`config.mk`:
```
export PLATFORM = sky130hd
export DESIGN_NAME = demux1_2_stream
export DESIGN_NICKNAME = d
export VERILOG_FILES = /design/src/rtl/demux1_2_stream.sv
export SDC_FILE = /design/constraint.sdc
export NUM_CORES = 1
export LEC_CHECK = 0
export CAP_MARGIN = 20
export CORE_AREA = 8 8 45 47
export CTS_CLUSTER_DIAMETER = 60
export DETAILED_ROUTE_END_ITERATION = 12
export DIE_AREA = 0 0 53 55
export PLACE_DENSITY = 0.75
export SKIP_LAST_GASP = 1
export SYNTH_ARGS = -nofsm -noshare
export SYNTH_HDL_FRONTEND = slang
export SYNTH_SLANG_ARGS = --single-unit
```
`constraint.sdc`:
```
create_clock -name clk -period 1.1 [get_ports clk]
set_input_delay 0.11 -clock clk [delete_from_list [all_inputs] [get_ports clk]]
set_output_delay 0.11 -clock clk [all_outputs]
set_load 0.02 [all_outputs]
```
`src/rtl/demux1_2_stream.sv`:
```
// Registered 1:2 valid/ready demultiplexer: each word is steered by in_sel into a one-entry output slice.
// Optional per-output transfer counters are enabled with the DEMUX_CNT_EN macro.
module demux1_2_stream #(
    parameter int W     = 4,
    parameter int CNT_W = 8
) (
    input  logic             clk,
    input  logic             rst,
    input  logic [W-1:0]     in_data,
    input  logic             in_sel,
    input  logic             in_valid,
    output logic             in_ready,
    output logic [W-1:0]     out_a_data,
    output logic             out_a_valid,
    input  logic             out_a_ready,
    output logic [W-1:0]     out_b_data,
    output logic             out_b_valid,
    input  logic             out_b_ready
`ifdef DEMUX_CNT_EN
    ,
    output logic [CNT_W-1:0] cnt_a,
    output logic [CNT_W-1:0] cnt_b
`endif
);

    typedef enum logic {
        EMPTY = 1'b0,
        FULL  = 1'b1
    } slice_state_t;

    slice_state_t a_state, a_next;
    slice_state_t b_state, b_next;

    logic acc_a, acc_b;
    logic xfer_a, xfer_b;

    assign out_a_valid = (a_state == FULL);
    assign out_b_valid = (b_state == FULL);

    // Only the selected slice can block the input; the other one is ignored.
    assign in_ready = in_sel ? (~out_b_valid | out_b_ready)
                             : (~out_a_valid | out_a_ready);

    assign acc_a  = in_valid & in_ready & ~in_sel;
    assign acc_b  = in_valid & in_ready &  in_sel;
    assign xfer_a = out_a_valid & out_a_ready;
    assign xfer_b = out_b_valid & out_b_ready;

    always_ff @(posedge clk) begin
        if (rst) begin
            a_state <= EMPTY;
            b_state <= EMPTY;
        end else begin
            a_state <= a_next;
            b_state <= b_next;
        end
    end

    always_comb begin
        a_next = a_state;
        b_next = b_state;
        case (a_state)
            EMPTY:   if (acc_a) a_next = FULL;
            FULL:    if (xfer_a && !acc_a) a_next = EMPTY;
            default: a_next = EMPTY;
        endcase
        case (b_state)
            EMPTY:   if (acc_b) b_next = FULL;
            FULL:    if (xfer_b && !acc_b) b_next = EMPTY;
            default: b_next = EMPTY;
        endcase
    end

    // Data registers load only on accept, so they hold while stalled and after drain.
    always_ff @(posedge clk) begin
        if (rst) begin
            out_a_data <= '0;
            out_b_data <= '0;
        end else begin
            if (acc_a) out_a_data <= in_data;
            if (acc_b) out_b_data <= in_data;
        end
    end

`ifdef DEMUX_CNT_EN
    always_ff @(posedge clk) begin
        if (rst) begin
            cnt_a <= '0;
            cnt_b <= '0;
        end else begin
            if (xfer_a) cnt_a <= cnt_a + 1'b1;
            if (xfer_b) cnt_b <= cnt_b + 1'b1;
        end
    end
`endif

endmodule
```
==> flow_metrics.py <==
metrics = {
    "pwr": {
        "p_sw_frac": 0.237,
        "cellPowerDensity_nw_per_um2": 1120,
        "p_int_uw": 595,
        "p_comb_frac": 0.198,
        "power_frac_seq": 0.503,
        "ir_drop_mv": 0.626,
        "pwr-share-clk": 0.298,
        "switchingPower_uw": 185,
        "p_leak_nw": 0.342,
    },
    "logic_synthesis": {
        "synthTopCellsByArea": "dfxtp_1 (46%), nand2b_1 (19%), mux2i_1 (18%)",
        "ys_warn_count": 0,
        "synth_area_um2": 438,
        "synth_edf_count": 0,
        "synthFlopType": "dfxtp_1",
        "synth_top_area_frac": 0.457,
        "synth_commonest_cells": "nand2b_1 (13), dfxtp_1 (10), mux2i_1 (8)",
        "ys_types": 11,
        "async_flop_share": 0,
        "netlist_instances": 40,
        "synth_seq_cells": 10,
        "yosysMostFrequentCell": "nand2b_1",
        "synth_area_leader_cell": "dfxtp_1",
        "syn_avg_cell_area_um2": 10.9,
        "ys_seq_area_frac": 0.457,
        "syn-num-nets": 50,
    },
    "floorplanning": {
        "dieHeight_um": 55,
        "die_w_um": 53,
        "boundaryPins": 21,
        "dieArea_um2": 2920,
        "std_cell_rows": 14,
        "core_um2": 1380,
        "start_util": 0.316,
    },
    "sta": {
        "worst_slew_pin_slew_ns": 0.308,
        "period_needed_ns": 1.16,
        "maxSlewHeadroom": 0.794,
        "finalSetupViolations": 1,
        "fin_ws_ns": -0.0577,
        "rsz0062_at_grt": "true",
        "fmax_mhz": 864,
        "slew_viol_final": 0,
        "hold_viol": 0,
        "fin_crit_sh": 1.05,
        "fin_skew_ns": 0.00301,
        "setup_tns_ns": -0.0577,
    },
    "clock_tree": {
        "cts.sink_count": 10,
        "cts-buffers-inserted": 3,
        "clock-root-buffer": "clkbuf_4",
        "path_clk_slew_ns": 0.06,
        "cts_tree": "yes",
        "clockBufferDepth": 2,
        "ctsHoldBuffers": 0,
        "post-cts-setup-buffer-count": 0,
        "clkLatencyLatePin_ns": 0.25,
        "cts-htree-levels": 1,
    },
    "worst_setup_path": {
        "max_stage_delay_ns": 0.35,
        "cp_cell_sequence": "nand2b_4 > mux2_2 > buf_6",
        "start_kind": "register",
        "critPathMaxFanout": 2,
        "cp_data_required_time_ns": 0.99,
        "path_class": "reg -> out",
        "crit_path_end_kind": "output pin",
        "cp_slowest_cell": "dfxtp_2",
        "cp.arrival_ns": 1.05,
    },
    "global_route": {
        "grt_overflow": 0,
        "grt_pass1_wl_um": 1560,
        "grt_pass1_vias": 377,
        "track_usage": 0.0744,
        "antenna_found_initial": 0,
        "grt_max_degree": 14,
    },
    "placed_design": {
        "io_buffer_count": 20,
        "dp.cells": 78,
        "dp_hpwl_um": 800,
        "gpl.final_weighted_congestion": 0.766,
    },
    "status": {
        "status": "finished, violations left",
        "violations": "setup timing",
    },
    "finish": {
        "antenna_cells": 0,
        "area_growth_pct": 59.4,
        "finalNetCount": 77,
        "final_cell_count_no_fill": 81,
        "drive_gt1_frac": 0.215,
        "n_fill_cell": 145,
    },
    "detailed_routing": {
        "via_per_inst": 4.41,
        "dr_total_vias": 357,
        "routed_wl_um": 961,
        "drcViolationCount": 0,
        "drt-initial-drc-count": 0,
        "ant_nets": 0,
        "first_pass_iters": 1,
        "detail_route.wl_per_cell_um": 11.9,
    },
    "job": {
        "cap_violations": 0,
    },
    "worst_hold_path": {
        "hold_class": "in -> reg",
    },
}
-- routing by layer --
metal	vias up	routed length, um	GRT usage
li1	183	-	-
met1	157	421	0.0823
met2	15	426	0.107
met3	2	105	0.0321
met4	0	8	0.0647
met5	-	0	0
-- worst max-delay path: cells and delay by family, from the launching register on --
kind                   cells  cell delay (ns)
flip-flops                 1             0.35
multiplexers               1             0.26
buffers and inverters      1             0.13
AND/OR/NAND/NOR            1             0.05
-- layout make-up --
type | count | area [um^2] | area share
timing repair buffer | 24 | 223 | 0.319
sequential | 10 | 203 | 0.290
multi-input combinational | 28 | 230 | 0.330
clock buffer | 3 | 22.5 | 0.0323
tap | 16 | 20.0 | 0.0287
-- state kept, by name, indices dropped and copies added, names as in the netlist --
name and flops:
out_b_data 4, out_b_valid 1, out_a_data 4, out_a_valid 1
-- per-stage QoR --
stage	hold WS (ns)	util	setup slack [ns]	cell area [um^2]	power, mW
after floorplan	0.285	-	0.0421	438	0.480
after global placement	0.463	0.486	-0.464	673	0.566
after detailed placement	0.468	0.486	-0.485	673	0.568
after CTS	0.453	0.495	-0.219	686	0.796
after global routing	0.387	0.505	-0.0933	698	0.826
final	0.357	0.505	-0.0577	698	0.781
-- cell usage in the layout (no fill, tap or decap) --
master,netlist,final
nand2b_1,13,12
dlygate4sd2_1,0,9
mux2i_1,8,8
clkdlybuf4s50_1,0,8
dfxtp_1,10,8
buf_4,0,4
clkbuf_4,0,3
nand2b_4,1,2
a21oi_1,2,2
dfxtp_2,0,2
mux2_2,1,1
and3b_1,1,1
nand3_2,1,1
nand3b_1,1,1
dlymetal6s2s_1,0,1
buf_6,1,1
clkdlybuf4s15_1,0,1
-- what timing repair did --
action | CTS | global route
endpoints found under the setup margin | 11 | 1
gates cloned | 0 | 0
gates resized for setup | 14 | 7
-- cells by family after synthesis --
group                  Yosys count  share of synthesized area
buffers and inverters            2                     0.0343
muxes                            9                      0.209
AOI/OAI and AO/OA                2                     0.0229
DFF                             10                      0.457
and+or+nand+nor                 17                      0.277
-- final timing paths --
| kind | startpoint | end | slack [ns] | cells after the start |
|---|---|---|---|---|
| worst min-delay path | in_sel | out_a_valid$_SDFF_PP0_ | 0.36 | 4 |
| worst min register to register | out_a_data[3]$_SDFFE_PP0P_ | out_a_data[3]$_SDFFE_PP0P_ | 0.47 | 2 |
| worst max-delay path | out_a_valid$_SDFF_PP0_ | in_ready | -0.06 | 3 |
| worst max register to register | out_a_valid$_SDFF_PP0_ | out_a_data[3]$_SDFFE_PP0P_ | 0.09 | 4 |
-- power by group through the flow --
stage	combinational (mW)	sequential, mW	clock, mW
after detailed placement	0.168	0.400	0
after global placement	0.167	0.400	0
after CTS	0.156	0.391	0.249
final	0.155	0.393	0.233
after floorplan	0.0565	0.424	0
after global routing	0.167	0.396	0.263
Power figures use the tool's default switching activity.
